<file path="config.mk">
export PLATFORM = sky130hd
export DESIGN_NAME = alu_arbiter
export DESIGN_NICKNAME = d
export VERILOG_FILES = /design/src/rtl/alu_arbiter.sv
export SDC_FILE = /design/constraint.sdc
export NUM_CORES = 1
export LEC_CHECK = 0
export CAP_MARGIN = 25
export CELL_PAD_IN_SITES_DETAIL_PLACEMENT = 1
export CELL_PAD_IN_SITES_GLOBAL_PLACEMENT = 1
export CORE_AREA = 4 4 206 208
export DETAILED_ROUTE_END_ITERATION = 8
export DIE_AREA = 0 0 210 212
export PLACE_DENSITY_LB_ADDON = 0.1
export SYNTH_ARGS = -nofsm -noshare
export SYNTH_HDL_FRONTEND = slang
export SYNTH_SLANG_ARGS = --single-unit
</file>
<file path="constraint.sdc">
create_clock -name CLK -period 2.7 [get_ports CLK]
set_input_delay 0.54 -clock CLK [delete_from_list [all_inputs] [get_ports CLK]]
set_output_delay 0.54 -clock CLK [all_outputs]
set_load 0.05 [all_outputs]
</file>
<file path="src/rtl/alu_arbiter.sv">
// alu_arbiter: round-robin two-port front end for a shared combinational ALU.
// Each operation takes three cycles: accept in IDLE, drive the ALU in EXEC, hold the tagged result in RESP.
module alu_arbiter #(
   parameter int WIDTH = 64,
   parameter int CTRLW = 4
) (
   input  logic             CLK,
   input  logic             resetl,
   input  logic             req0_valid,
   output logic             req0_ready,
   input  logic [WIDTH-1:0] req0_a,
   input  logic [WIDTH-1:0] req0_b,
   input  logic [CTRLW-1:0] req0_ctrl,
   input  logic             req1_valid,
   output logic             req1_ready,
   input  logic [WIDTH-1:0] req1_a,
   input  logic [WIDTH-1:0] req1_b,
   input  logic [CTRLW-1:0] req1_ctrl,
   output logic [WIDTH-1:0] alu_a,
   output logic [WIDTH-1:0] alu_b,
   output logic [CTRLW-1:0] alu_ctrl,
   input  logic [WIDTH-1:0] alu_w,
   input  logic             alu_zero,
   output logic             rsp_valid,
   input  logic             rsp_ready,
   output logic             rsp_id,
   output logic [WIDTH-1:0] rsp_data,
   output logic             rsp_zero,
   output logic             rsp_err
);
   typedef enum logic [1:0] {IDLE, EXEC, RESP} stateT;
   stateT state, nextState;
   logic rrPtr, opId, grant1, accept, illegal;
   assign grant1 = req1_valid & (~req0_valid | rrPtr);
   assign accept = req0_ready | req1_ready;
   assign illegal = !(alu_ctrl inside {CTRLW'(0), CTRLW'(1), CTRLW'(2), CTRLW'(6), CTRLW'(7)});
   always_ff @(posedge CLK or negedge resetl)
      if (!resetl) state <= IDLE;
      else state <= nextState;
   // ready is gated by resetl so that nothing looks accepted while reset is held
   always_comb begin
      nextState = state;
      req0_ready = 1'b0;
      req1_ready = 1'b0;
      rsp_valid = state == RESP;
      req0_ready = resetl && state == IDLE && req0_valid && !grant1;
      req1_ready = resetl && state == IDLE && grant1;
      nextState = state == IDLE ? ((req0_valid | req1_valid) ? EXEC : IDLE) :
                  state == EXEC ? RESP : (rsp_ready ? IDLE : RESP);
   end
   always_ff @(posedge CLK or negedge resetl)
      if (!resetl) begin
         rrPtr <= 1'b0;
         opId <= 1'b0;
         alu_a <= '0;
         alu_b <= '0;
         alu_ctrl <= '0;
         rsp_id <= 1'b0;
         rsp_data <= '0;
         rsp_zero <= 1'b0;
         rsp_err <= 1'b0;
      end else begin
         if (accept) begin
            alu_a <= grant1 ? req1_a : req0_a;
            alu_b <= grant1 ? req1_b : req0_b;
            alu_ctrl <= grant1 ? req1_ctrl : req0_ctrl;
            opId <= grant1;
            rrPtr <= ~grant1;
         end
         if (state == EXEC) begin
            rsp_data <= alu_w;
            rsp_zero <= alu_zero;
            rsp_err <= illegal;
            rsp_id <= opId;
         end
      end
endmodule

</file>
# --- Word-level counts from Yosys, hierarchy flattened ---
# Index checks and enable logic that the tools add are counted.
totals:
  reg_bits: 203
  input_bits: 334
  wordCells: 38
classes:
  n_eq_ne: 6
  mux: 7
  n_bitwise: 6
  n_reduce_logical: 9
op_table:
  columns: ["cell", "n"]
  rows:
  - ["64-bit two-way mux", 2]
  - ["4-bit by 3-bit == test with 1-bit output, second input constant", 2]
  - ["2-bit two-way mux", 3]
  - ["5-bit nonzero test", 1]
  - ["4-bit by 1-bit == test with 1-bit output, second input constant", 1]
  - ["4-bit by 2-bit == test with 1-bit output, second input constant", 1]
  - ["1-bit logical AND", 4]
  - ["4-bit logical NOT", 1]
  - ["4-bit two-way mux", 1]
  - ["1-bit bitwise OR", 3]
  - ["2-bit by 1-bit == test with 1-bit output, second input constant", 1]
  - ["2-bit == test, second input constant", 1]
  - ["1-bit logical NOT", 2]
  - ["2-bit logical NOT", 1]
  - ["1-bit NOT", 2]
  - ["1-bit AND", 1]
  - ["1-bit two-way mux", 1]

# --- Logic depth before layout (Yosys ltp) ---
# Gate-level depths: netlist of the first run.
depth:
  depth_word: 6
  depth_mapped: 7
  mapped_depth_nobuf: 3

# --- Worst setup path before layout of the first run ---
# OpenSTA, ideal clock, no wires.
synth_path:
  path_kind: "input to output"
  from: "in req0_valid"
  to: "out req0_ready"
  arrival_time_ps: 1761
  required_time_ps: 2160
  slack_ps: 399
  stages: 5
  path_cell_list: "nand4bb_1 > buf_2 > buf_4 > buf_2 > nor2_1"
synth_between:
  elab_chain_cells: 5
synth_rtl:
  columns: ["item", "line", "rtl"]
  rows:
  - ["start, declared", "9", "input logic req0_valid,"]
  - ["1-bit NOT", "34", "assign grant1 = req1_valid & (~req0_valid | rrPtr);"]
  - ["1-bit bitwise OR", "34", null]
  - ["1-bit AND", "34", null]
  - ["1-bit logical NOT", "46", "req0_ready = resetl && state == IDLE && req0_valid && !grant1;"]
  - ["1-bit logical AND *", "46", null]
  - ["end, declared", "10", "output logic req0_ready,"]
# Mark *: on every way between the ends. The rest lies on a longest branch, timed or not.

# --- Final worst setup path of the first run ---
layout_path:
  from: "reg state[1]"
  to: "out rsp_valid"
layout_between:
  elab_chain_cells: 1
layout_rtl:
  columns: ["item", "line", "rtl"]
  rows:
  - ["start, declared", "32", "stateT state, nextState;"]
  - ["start signal, assigned", "39", "else state <= nextState;"]
  - ["2-bit == test", "45", "rsp_valid = state == RESP;"]
  - ["end, declared", "24", "output logic rsp_valid,"]
# Every way passes these cells.

==> results of run 1 <==
==> worst register-to-register path: cells and delay by family, from the launching register on <==
kind	cells	cell delay (ns)
flip-flops	1	0.45
AO/OA/AOI/OAI	1	0.18
AND/OR/NAND/NOR	2	0.63
buffers and inverters	1	0.58
==> final cells by class <==
type / instances / area (µm²)
Antenna cell: 7 / 17.5
Timing Repair Buffer: 554 / 5620
Clock inverter: 5 / 67.6
Tap cell: 532 / 666
Sequential cell: 203 / 5080
Multi-Input combinational cell: 482 / 3520
Fill cell: 4521 / 24300
Clock buffer: 42 / 802
Inverter: 132 / 495
==> metal layers <==
metal	GRT usage, %	up-vias	routed length [µm]	part of all wire, %
li1	-	4152	-	-
met1	21.8	4436	16800	39
met2	31.6	339	21300	49
met3	7.05	63	4000	9.2
met4	5.78	10	1160	2.7
met5	0	-	58	0.13
==> power by group through the flow <==
stage | combinational (mW) | clock [mW] | sequential (mW)
after floorplan | 2.98 | 0 | 10.6
after global placement | 12.9 | 0 | 5.39
after detailed placement | 13.0 | 0 | 5.44
after CTS | 13.0 | 3.71 | 5.42
after global routing | 13.4 | 3.83 | 5.62
final | 12.8 | 3.56 | 5.40
==> cells in the mapped netlist <==
cell	number	share of area [%]
a211oi_1	72	5.7
a211oi_2	60	7.9
a21o_1	1	0.079
a21oi_1	134	7.1
a31oi_1	1	0.066
and2_1	2	0.13
and3_1	1	0.066
and3b_1	1	0.092
buf_2	27	1.4
buf_4	3	0.24
buf_6	10	1.2
clkbuf_1	43	1.7
dfrtp_1	203	54
inv_1	132	5.2
mux2_1	6	0.71
mux2_2	60	7.1
nand2_1	1	0.040
nand2b_1	2	0.13
nand4bb_1	1	0.12
nor2_1	2	0.079
nor2b_1	2	0.13
nor3_1	133	7.0
nor3b_2	1	0.13
o21ai_0	1	0.053
or2_2	1	0.066
==> cells by family (layout without fill, tap and decap cells) <==
family                 count (synthesis)  count (layout)
muxes                                 66              66
other                                  0               7
DFF                                  203             203
and+or+nand+nor                      147             147
AOI/OAI and AO/OA                    269             269
buffers and inverters                215             733
==> placed cells by master, fill, tap and decap left out, types with 2 or more instances in the layout <==
cell / Yosys / layout
diode_2: 0 / 7
mux2_2: 60 / 60
clkbuf_8: 0 / 7
buf_4: 3 / 11
clkinv_2: 0 / 2
buf_12: 0 / 10
nor3_1: 133 / 133
clkdlybuf4s50_1: 0 / 532
a21oi_1: 134 / 134
inv_1: 132 / 132
nor2b_1: 2 / 2
clkbuf_1: 43 / 8
dfrtp_1: 203 / 203
clkbuf_16: 0 / 27
mux2_1: 6 / 6
nor2_1: 2 / 2
a211oi_1: 72 / 72
a211oi_2: 60 / 60
==> how the worst max path moves through the flow <==
| stage | cells after the start | endpoint | from | slack, ns |
|---|---|---|---|---|
| final | 2 | rsp_valid | state[1] | 0.10 |
| after global routing | 2 | rsp_valid | state[1] | 0.008 |
| after CTS | 2 | rsp_valid | state[1] | 0.05 |
| after detailed placement | 5 | alu_b[22] | req0_valid | 0.29 |
| after global placement | 5 | alu_a[63] | req0_valid | 0.29 |
| after floorplan | 5 | req0_ready | req0_valid | 0.40 |
==> registers in the layout, summed over array words and instances (netlist names) <==
register  flops
rsp_data     64
opId          1
rsp_id        1
rsp_err       1
rsp_zero      1
rrPtr         1
alu_ctrl      4
state         2
alu_a        64
alu_b        64
==> through the flow <==
stage / hold WS (ns) / utilization (%) / power [mW]
floorplan: 0.244 / - / 13.5
global placement: 0.457 / 37.9 / 18.3
detailed placement: 0.467 / 37.9 / 18.4
CTS: 0.135 / 40.1 / 22.1
global route: 0.157 / 40.1 / 22.9
finish: 0.137 / 40.1 / 21.7
==> out/metrics.csv, run 1 <==
metric,value,unit
cts_buffer_depth,3,
crit_type,reg -> out,
port_buffers,535,
drt-total-wl,43.3,mm
start_util,23.4,%
finalSetupTns,0,ns
die_area,44500,µm²
slew_violations,0,
grt_overflow,0,
cts_resized,0,
final_nets,1734,
hold_viol,0,
synth_xor_area_share,0,%
dieHeight,212,µm
dp_slack,0.286,ns
powerDensity,1340,nW/µm²
crit_slowest_cell,clkdlybuf4s50_1,
seq_area_frac_synth,53.5,%
place_congestion,0.785,
cp_max_fo,6,
ys_seq_elements,203,
syn_area_per_cell,10.5,µm²
ant_nets,0,
critical_path_required,2.16,ns
crit_chain,nor2b_1 -> clkdlybuf4s50_1,
dp.final_hpwl,30.8,mm
reg2reg_to,alu_b[22],
power.leakage,6.51,nW
slew_headroom,32.6,%
synthesis.nets,1234,
grtUsageTotal,18.5,%
routedWlPerCell,22.1,µm
first_pass_iters,4,
fin_crit_sh,96.2,%
cp-end-kind,output pin,
switchingPower,10.5,mW
period_needed,2.60,ns
place_area,15400,µm²
ys_warn_count,0,
yosys.area_share.adder,0,%
seqPwrFrac,24.8,%
hold_buffers,0,
via_per_inst,4.60,
ioPinCount,536,
cts_tree,built,
dr_total_vias,9000,
path_buf_inv,1,
core_area,40600,µm²
rows,74,
p_comb_share,58.8,%
cts_setup_buffers,0,
synth_area,9490,µm²
die_w,210,µm
p_clk_share,16.4,%
arrival,2.06,ns
htree_levels,1,
cts_root_buffer,clkbuf_16,
syn-instance-count,900,
rsz0062_at_grt,no,
placed_cells,1903,
fin_skew,0.0128,ns
r2r_slack,0.71,ns
cts_buffers,27,
drc,0,
r2r-start,state[1],
drive_gt1_share,13.2,%
fmax,0.385,GHz
grt_max_degree,159,
drtIter0Drc,247,
critical-path-top-delay-family,buffers and inverters,
p_int,11.2,mW
cts.sinks,203,
synth_top_family_by_area,compound AO/OA/AOI/OAI gates,
ys_types,25,
tightest_slew,1.01,ns
setup-violations-final,0,
cts.clk_slew.worst_paths,0.06,ns
start_kind,register,
worstSkewPairLatency,0.55,ns
ff2ff_path_depth,4,
p_sw_share,48.4,%
yosys.area_share.simple,8.00,%
area_delta_synth_final,71.4,%
worst_ir_drop_vdd,0.603,mV
grt_pass1_wl,63.5,mm
fin_cells,1957,
setup_slack,0.104,ns
synth_compound_area_share,20.9,%
synth_mux_area_share,7.83,%
min_path_type,in -> async,
cap_violations,0,
crit_path_max_incr_delay,0.89,ns
antenna_found_initial,11,
grt_pass1_vias,9699,
run_status,finished clean,
fin_area,16300,µm²
Power figures use the tool's default switching activity.
==> inputs of run 2 (changes only) <==
Clock period 2.7 ns to 3.35 ns, I/O delays scaled along.
==> run 2 against run 1 <==
Net effect: sequential share of layout area hardly changed; combinational power down 20%; routed wire length rose by 0.34%; critical path depth up 3; core utilization hardly changed; worst setup slack better by 0.39 ns; sequential cell count unchanged; critical path type is now in -> out.
==> out/metrics.csv, run 2 (synthesis gave the netlist of run 1 again) <==
metric,value,unit,change
run_status,finished clean,,
tightest_slew,0.960,ns,-0.0516 ns
setup-violations-final,0,,unchanged
cts.sinks,203,,unchanged
cts_buffer_depth,3,,unchanged
core_area,40600,µm²,unchanged
rsz0062_at_grt,no,,
powerDensity,1080,nW/µm²,-19%
drtIter0Drc,305,,+23%
min_path_type,reg -> reg,,
multi_input_area,3520,µm²,unchanged
port_buffers,535,,unchanged
slew_headroom,36.0,%,+3.4 points
fin_skew,0.00551,ns,-0.00730 ns
fin_crit_sh,85.1,%,
rows,74,,unchanged
cp_max_fo,7,,+1
fmax,0.351,GHz,
area_delta_synth_final,71.3,%,
power.leakage,6.49,nW,-0.17%
cts_tree,built,,
grt_overflow,0,,unchanged
grt_pass1_wl,63.8,mm,+0.38%
mostFrequentLayoutCells,"532 x clkdlybuf4s50_1, 203 x dfrtp_1, 134 x a21oi_1",,
htree_levels,1,,unchanged
first_pass_iters,4,,unchanged
die_w,210,µm,unchanged
grt_max_degree,161,,+1.3%
worstSkewPairLatency,0.54,ns,about the same
cap_violations,0,,unchanged
regArea,5080,µm²,unchanged
dp.final_hpwl,30.5,mm,-1.1%
drive_gt1_share,12.9,%,-0.31 points
crit_cells,5,,+3
routedWlPerCell,22.3,µm,+0.65%
cts_root_buffer,clkbuf_16,,
dieHeight,212,µm,unchanged
via_per_inst,4.58,,-0.47%
fill_cells,4488,,-0.73%
crit_chain,dlygate4sd3_1 -> buf_8 -> nor3b_4 -> and3_4 -> buf_12,,
worst_ir_drop_vdd,0.409,mV,-32%
final_nets,1729,,-0.29%
antenna_found_initial,10,,-1
grtUsageTotal,18.6,%,about the same
dr_total_vias,8930,,-0.78%
crit_path_max_incr_delay,0.63,ns,-0.26 ns
ff2ff_path_depth,4,,unchanged
cts_buffers,27,,unchanged
crit_slowest_cell,dlygate4sd3_1,,
drt-total-wl,43.4,mm,+0.34%
start_kind,primary input,,
period_needed,2.85,ns,
cp-end-kind,output pin,,
critical_path_required,2.68,ns,+0.52 ns
crit_type,in -> out,,
holdPathStages,1,,
critical-path-top-delay-family,buffers and inverters,,
layout_commonest_cell,clkdlybuf4s50_1,,
cts.clk_slew.worst_paths,0.05,ns,about the same
top_regs,"alu_a x64, alu_b x64, rsp_data x64",,
slew_violations,0,,unchanged
start_util,23.4,%,unchanged
finalSetupTns,0,ns,unchanged
arrival,2.18,ns,+0.12 ns
grt_pass1_vias,9693,,-0.062%
final_core_util,40.1,%,-0.040 points
ioPinCount,536,,unchanged
drc,0,,unchanged
die_area,44500,µm²,unchanged
place_congestion,0.772,,-1.7%
ant_nets,0,,unchanged
path_buf_inv,3,,+2
hold_viol,0,,unchanged
run 2: where the power goes:
group	internal, mW	total, mW	switching, mW
Clock	1.80	2.93	1.13
Combinational	3.62	10.3	6.67
Sequential	3.69	4.35	0.665
run 2: path summary, 6_finish.rpt:
check / start / to / slack, ns
worst max register to register: state[1] / alu_b[47] / 1.36
worst max-delay path: resetl / req1_ready / 0.50
max in group asynchronous: resetl / alu_a[54] / 1.60
min in group asynchronous: resetl / state[0] / 0.61
worst min register to register: opId / opId / 0.48
worst min-delay path: opId / opId / 0.48
run 2: cell type report:
class	count	share of cell area, %
clock inverters	5	0.485
inverters	132	3.05
flip-flops and latches	203	31.3
diodes	6	0.0924
repair buffers	549	34.4
clock buffers	42	5.00
multi-input cells	482	21.6
well taps	532	4.10
run 2: layer usage:
layer / track usage [%] / vias to the layer above / share of wire [%]
met1: 21.8 / 4403 / 39
li1: - / 4137 / -
met5: 0 / - / 0.15
met3: 7.78 / 54 / 10
met2: 31.7 / 326 / 49
met4: 4.64 / 10 / 2.3
run 2: worst reg2reg max path, delay by kind of cell (launching register included):
| kind | cells | cell delay, ns |
|---|---|---|
| AO/OA/AOI/OAI | 2 | 0.72 |
| buffers and inverters | 1 | 0.45 |
| flip-flops | 1 | 0.45 |
| AND/OR/NAND/NOR | 1 | 0.29 |
run 2: repair_timing:
action	4_1_cts	5_1_grt
endpoints found under the hold margin	3	0
buffers inserted	0	0
gates resized for setup	0	0
endpoints found under the setup margin	0	0
hold buffers	1	0
run 2: per-stage QoR:
stage / instances / area, µm² / power, mW / hold slack, ns / setup slack [ns]
final: 1951 / 16300 / 17.6 / 0.483 / 0.498
after global routing: 1950 / 16300 / 18.5 / 0.501 / 0.449
after floorplan: 900 / 9490 / 10.9 / 0.374 / 0.789
after CTS: 1945 / 16200 / 17.9 / 0.486 / 0.462
after detailed placement: 1897 / 15300 / 14.8 / 0.473 / 0.760
after global placement: 1897 / 15300 / 14.7 / 0.458 / 0.804
==> inputs of run 3 (changes only) <==
--- a/config.mk
+++ b/config.mk
@@ -12,5 +12,6 @@
 export DETAILED_ROUTE_END_ITERATION = 8
 export DIE_AREA = 0 0 210 212
-export PLACE_DENSITY_LB_ADDON = 0.1
+export PLACE_DENSITY_LB_ADDON = 0.15
+export SLEW_MARGIN = 20
 export SYNTH_ARGS = -nofsm -noshare
 export SYNTH_HDL_FRONTEND = slang
==> constraint.sdc (replaced) <==
create_clock -name CLK -period 3.35 [get_ports CLK]
set_input_delay 0.67 -clock CLK [delete_from_list [all_inputs] [get_ports CLK]]
set_output_delay 0.67 -clock CLK [all_outputs]
set_load 0.01 [all_outputs]
==> run 3 against run 2 <==
Net effect: hold slack got worse by 0.38 ns; clock skew increased by 0.0067 ns; worst setup slack got worse by 0.060 ns; critical path depth decreased by 1; fmax decreased by 2.1%; clock power about the same; power decreased by 21%; cell count about the same; register-to-register slack got worse by 0.07 ns.
==> out/metrics.csv, run 3 (synthesis gave the netlist of run 1 again) <==
metric,value,unit,change
arrival,2.24,ns,+0.06 ns
routedWlPerCell,21.9,µm,-1.8%
ioPinCount,536,,unchanged
fmax,0.343,GHz,-2.1%
fin_skew,0.0122,ns,+0.00673 ns
run_status,finished clean,,
worst_ir_drop_vdd,0.442,mV,+7.9%
critical_path_required,2.68,ns,about the same
core_area,40600,µm²,unchanged
setup-violations-final,0,,unchanged
p_sw_share,34.3,%,-14 points
powerDensity,855,nW/µm²,-21%
grt_pass1_wl,62.8,mm,-1.5%
start_util,23.4,%,unchanged
cp_max_fo,4,,-3
layout_commonest_cell,clkdlybuf4s50_1,,
ant_nets,0,,unchanged
via_per_inst,4.57,,-0.26%
switchingPower,4.76,mW,-44%
dr_total_vias,8911,,-0.21%
hold_viol,0,,unchanged
cts_root_buffer,clkbuf_16,,
antenna_found_initial,5,,-5
place_congestion,0.760,,-1.5%
critical-path-top-delay-family,buffers and inverters,,
top_regs,"alu_a x64, alu_b x64, rsp_data x64",,
crit_path_frequent_cell,clkdlybuf4s50_1,,
crit_slowest_cell,clkdlybuf4s50_1,,
cp-end-kind,output pin,,
cts_buffer_depth,3,,unchanged
cts_buffers,27,,unchanged
rows,74,,unchanged
die_area,44500,µm²,unchanged
grt.met3_usage,6.65,%,-1.1 points
grtUsageTotal,18.1,%,-0.42 points
min_path_type,in -> async,,
grt_max_degree,135,,-16%
finalPower,13.9,mW,-21%
crit_chain,clkdlybuf4s50_1 -> nand4bb_4 -> nor2_1 -> clkdlybuf4s50_1,,
met2_usage,31.6,%,-0.12 points
p_clk_share,21.3,%,+4.6 points
grt_overflow,0,,unchanged
crit_path_max_incr_delay,0.65,ns,+0.02 ns
drc,0,,unchanged
crit_type,in -> out,,
power.leakage,6.50,nW,+0.14%
p_int,9.12,mW,+0.18%
drtIter0Drc,301,,-1.3%
final_nets,1728,,-0.058%
fin_crit_sh,86.9,%,+1.8 points
htree_levels,1,,unchanged
dieHeight,212,µm,unchanged
period_needed,2.91,ns,+0.0602 ns
worstSkewPairLatency,0.55,ns,about the same
drive_gt1_share,13.1,%,+0.19 points
start_kind,primary input,,
slew_headroom,37.8,%,+1.8 points
port_buffers,535,,unchanged
mostFrequentLayoutCells,"534 x clkdlybuf4s50_1, 203 x dfrtp_1, 134 x a21oi_1",,
met1_usage,21.0,%,-0.74 points
cts.sinks,203,,unchanged
cts.clk_slew.worst_paths,0.06,ns,about the same
first_pass_iters,5,,+1
cap_violations,0,,unchanged
drt-total-wl,42.7,mm,-1.7%
cts_tree,built,,
dp.final_hpwl,29.5,mm,-3.4%
grt.busiest_layer,met2,,
rsz0062_at_grt,no,,
grt_pass1_vias,9656,,-0.38%
slew_violations,0,,unchanged
die_w,210,µm,unchanged
path_buf_inv,2,,-1
cts_setup_buffers,0,,unchanged
finalSetupTns,0,ns,unchanged
area_delta_synth_final,71.2,%,about the same
seqPwrFrac,31.4,%,+6.6 points
tightest_slew,0.933,ns,-0.0264 ns
p_comb_share,47.3,%,-11 points
[run 3: layout make-up]
type,instances,area [µm²]
diodes,5,12.5
clock buffers,40,805
clock inverters,10,104
fillers,4521,24300
inverters,132,495
multi-input cells,482,3520
flip-flops and latches,203,5080
well taps,532,666
repair buffers,548,5570
[run 3: final timing paths]
check,slack (ns),cells after the start,startpoint,endpoint
setup / recovery,0.44,4,req0_valid,req0_ready
hold / removal,0.11,2,resetl,rsp_data[4]
setup reg to reg,1.29,4,state[1],alu_ctrl[3]
hold reg to reg,0.48,2,rsp_err,rsp_err
max in group asynchronous,2.43,2,resetl,rsp_data[57]
min in group CLK,0.48,2,rsp_err,rsp_err
[run 3: worst reg2reg max path: cells and delay by family (launching register included)]
family	cells	cell delay, ns
AOI/OAI and AO/OA	1	0.38
buffers and inverters	1	0.54
DFF	1	0.46
and+or+nand+nor	2	0.53
[run 3: layer usage]
layer	share of wire [%]	vias up
met5	0	-
met4	3.0	0
met3	8.6	52
met2	49	319
met1	39	4399
li1	-	4141
[run 3: per-stage QoR]
| step | std cells | instance area, µm² | worst slack, ns | util [%] | hold WS (ns) |
|---|---|---|---|---|---|
| floorplan | 900 | 9490 | 1.26 | - | 0.374 |
| global placement | 1895 | 15300 | 0.370 | 37.7 | 0.455 |
| detailed placement | 1895 | 15300 | 0.406 | 37.7 | 0.466 |
| CTS | 1946 | 16200 | 0.398 | 40.0 | 0.0749 |
| global route | 1952 | 16200 | 0.329 | 40.1 | 0.0886 |
| finish | 1952 | 16200 | 0.438 | 40.1 | 0.107 |
[run 3: power by group through the flow]
stage	combinational (mW)	sequential (mW)	clock, mW
finish	6.56	4.36	2.96
global route	7.05	4.53	3.17
CTS	6.72	4.38	3.09
detailed placement	6.70	4.41	0
global placement	6.65	4.36	0
floorplan	2.37	4.89	0
[run 3: repair_timing]
item	4_1_cts	5_1_grt
hold buffers	1	0
hold endpoints to repair	30	0
resized for setup	0	0
==> edit, RTL diff (flow settings as in run 3) <==
Reset style: synchronous (`resetl`), changed in 2 clocked blocks.
--- a/src/rtl/alu_arbiter.sv
+++ b/src/rtl/alu_arbiter.sv
@@ -34,7 +34,7 @@
    assign grant1 = req1_valid & (~req0_valid | rrPtr);
    assign accept = req0_ready | req1_ready;
    assign illegal = !(alu_ctrl inside {CTRLW'(0), CTRLW'(1), CTRLW'(2), CTRLW'(6), CTRLW'(7)});
-   always_ff @(posedge CLK or negedge resetl)
+   always_ff @(posedge CLK)
       if (!resetl) state <= IDLE;
       else state <= nextState;
    // ready is gated by resetl so that nothing looks accepted while reset is held
@@ -48,7 +48,7 @@
       nextState = state == IDLE ? ((req0_valid | req1_valid) ? EXEC : IDLE) :
                   state == EXEC ? RESP : (rsp_ready ? IDLE : RESP);
    end
-   always_ff @(posedge CLK or negedge resetl)
+   always_ff @(posedge CLK)
       if (!resetl) begin
          rrPtr <= 1'b0;
          opId <= 1'b0;
Check against the original RTL: differs if resetl is asserted again (counterexample within 4 cycles, from zero or initial values and one cycle with resetl low); with resetl held inactive, the same outputs for 4 cycles.
==> edit against run 3 <==
Sequential cell count unchanged; first-iteration DRC count increased by 0.66%; synthesized area decreased by 9.4%; routed wire length increased by 4.6%; clock skew decreased by 7.5 ps; die area unchanged; via count increased by 8.8%; non-clock buffer count unchanged; setup slack got worse by 290 ps; final area decreased by 6.3%; critical endpoint is now req1_ready; largest cell class unchanged; highest routed layer is now met5.
Power is not compared: it rests on default switching activity, and its combinational part moved more than twofold at a synthesized area within 25%.
==> edit: results (changes against run 3) <==
status finished, final reports clean; post-CTS setup repair buffer count 0 (unchanged); CP max-delay cell clkdlybuf4s50_1; Switch Pwr 2.224 mW; final instance area 15210 um2 (-6.3%); post-synthesis sequential area ratio 47.25% (-6.3 points); ranking of synthesized cells by area dfxtp_1 (47%), nor3_1 (12%), a2111oi_0 (10%); CP dominant cell by count clkdlybuf4s50_1; CTS H-Tree Depth 1 (unchanged); 1st-iter DRT viols 303 (+0.66%); crit-path leading delay family buffers and inverters; Buffers on Ports 535 (unchanged); Post-DP HPWL 30430 um (+3.3%); Die ar. 44520 um2 (unchanged); synth warn 0 (unchanged); vias in the first global route 10130 (+4.9%); most frequent cell after synthesis dfxtp_1; CTS clk-pin slew, worst paths 60 ps (about the same); Critical Path Max Stage Delay 600 ps (-50 ps); Crit Path Max Fanout 2 (-2); number of CTS-inserted buffers 26 (-3.7%); HP Class flop to flop; Tot GR Track Use 18.89% (+0.75 points); PostCTS Resize Cnt 0 (unchanged); Cells after Synth 1032 (+15%); Worst Hold Depth 2; Largest regs alu_a x64, alu_b x64, rsp_data x64; first-pass GRT wire length 65420 um (+4.2%); P_leak 5.193 nW; placed cell areas 14320 um2 (-6.3%); worst slack, placed 144.6 ps (-260.9 ps); fin cells 2056 (+5.3%); WL/cell 21.72 um (-0.66%); Worst EP arrival 2530 ps (+290 ps); most frequent cells after synthesis dfxtp_1 (203), nor3_1 (200), nand2_1 (133), inv_1 (100), a2111oi_0 (99); DRT Pass-1 Iters 6 (+1); worst-margin pin slew 892.6 ps (-40.64 ps); clock buffer depth 3 (unchanged); Placed Cells 2002 (+5.6%); synth unique cells 28 (+12%); Routability Congestion 0.7588 (-0.11%); share of cells above drive strength 1 4.150% (-8.9 points); Worst Skew 4.724 ps (-7.521 ps); Synth Net Count 1366 (+11%); Root Buffer clkbuf_16; final-layout fill cell count 4655 (+3.0%); vias per cell 4.714 (+3.3%); ys async rst share 0% (-100 points); worst vdd ir 351.8 uV; pin count of the biggest net entering global routing 159 (+18%); nets 1832 (+6.0%); worst skew pair latency 540 ps; Primary FF master, synth dfxtp_1; antenna violations before repair 6 (+1)
edit: stage by stage:
| stage | total power, mW | hold WS (ps) |
|---|---|---|
| 5_1_grt | 8.140 | 472.1 |
| 4_1_cts | 7.904 | 455.6 |
| 6_report | 7.741 | 451.2 |
| 3_3_place_gp | 4.915 | 440.3 |
| 2_1_floorplan | 3.668 | 432.1 |
| 3_5_place_dp | 4.941 | 447.5 |
edit: worst min-delay path, cell delays in order (launching register included):
cell and delay (ps):
dfxtp_1 300, nand2_1 50, a21oi_1 50
edit: cells by family (layout without fill, tap and decap cells):
family,Yosys count,count (layout),synth area share (%)
AOI/OAI and AO/OA,205,205,18.81
other,0,6,0
buffers and inverters,211,697,10.72
DFF,203,203,47.25
and+or+nand+nor,413,413,23.22
edit: final timing paths:
path	start	to	slack, ps
worst max-delay path	req1_valid	req1_ready	150
worst min-delay path	rsp_data[52]	rsp_data[52]	450
worst max register to register	state[0]	alu_b[57]	1230
worst min register to register	rsp_data[52]	rsp_data[52]	450
edit: area by class of cell:
cell class	instances	share of cell area, %
Tap cell	532	4.375
Inverter	101	2.508
Sequential cell	203	26.71
Timing Repair Buffer	548	36.50
Multi-Input combinational cell	618	24.00
Clock buffer	45	5.543
Clock inverter	3	0.2632
Antenna cell	6	0.09868
edit: power groups by stage:
stage,Clock [mW],Sequential [mW],Combinational [mW]
after floorplan,0,3.00,0.666
after global placement,0,2.89,2.03
after detailed placement,0,2.90,2.04
after CTS,3.00,2.85,2.05
after global routing,3.09,2.88,2.17
final,2.89,2.84,2.01
edit: per-layer routing:
| metal | routed length (um) | GRT usage [%] |
|---|---|---|
| met5 | 26 | 0 |
| met3 | 3975 | 6.979 |
| met4 | 1132 | 5.761 |
| met1 | 17990 | 22.49 |
| met2 | 21520 | 31.98 |
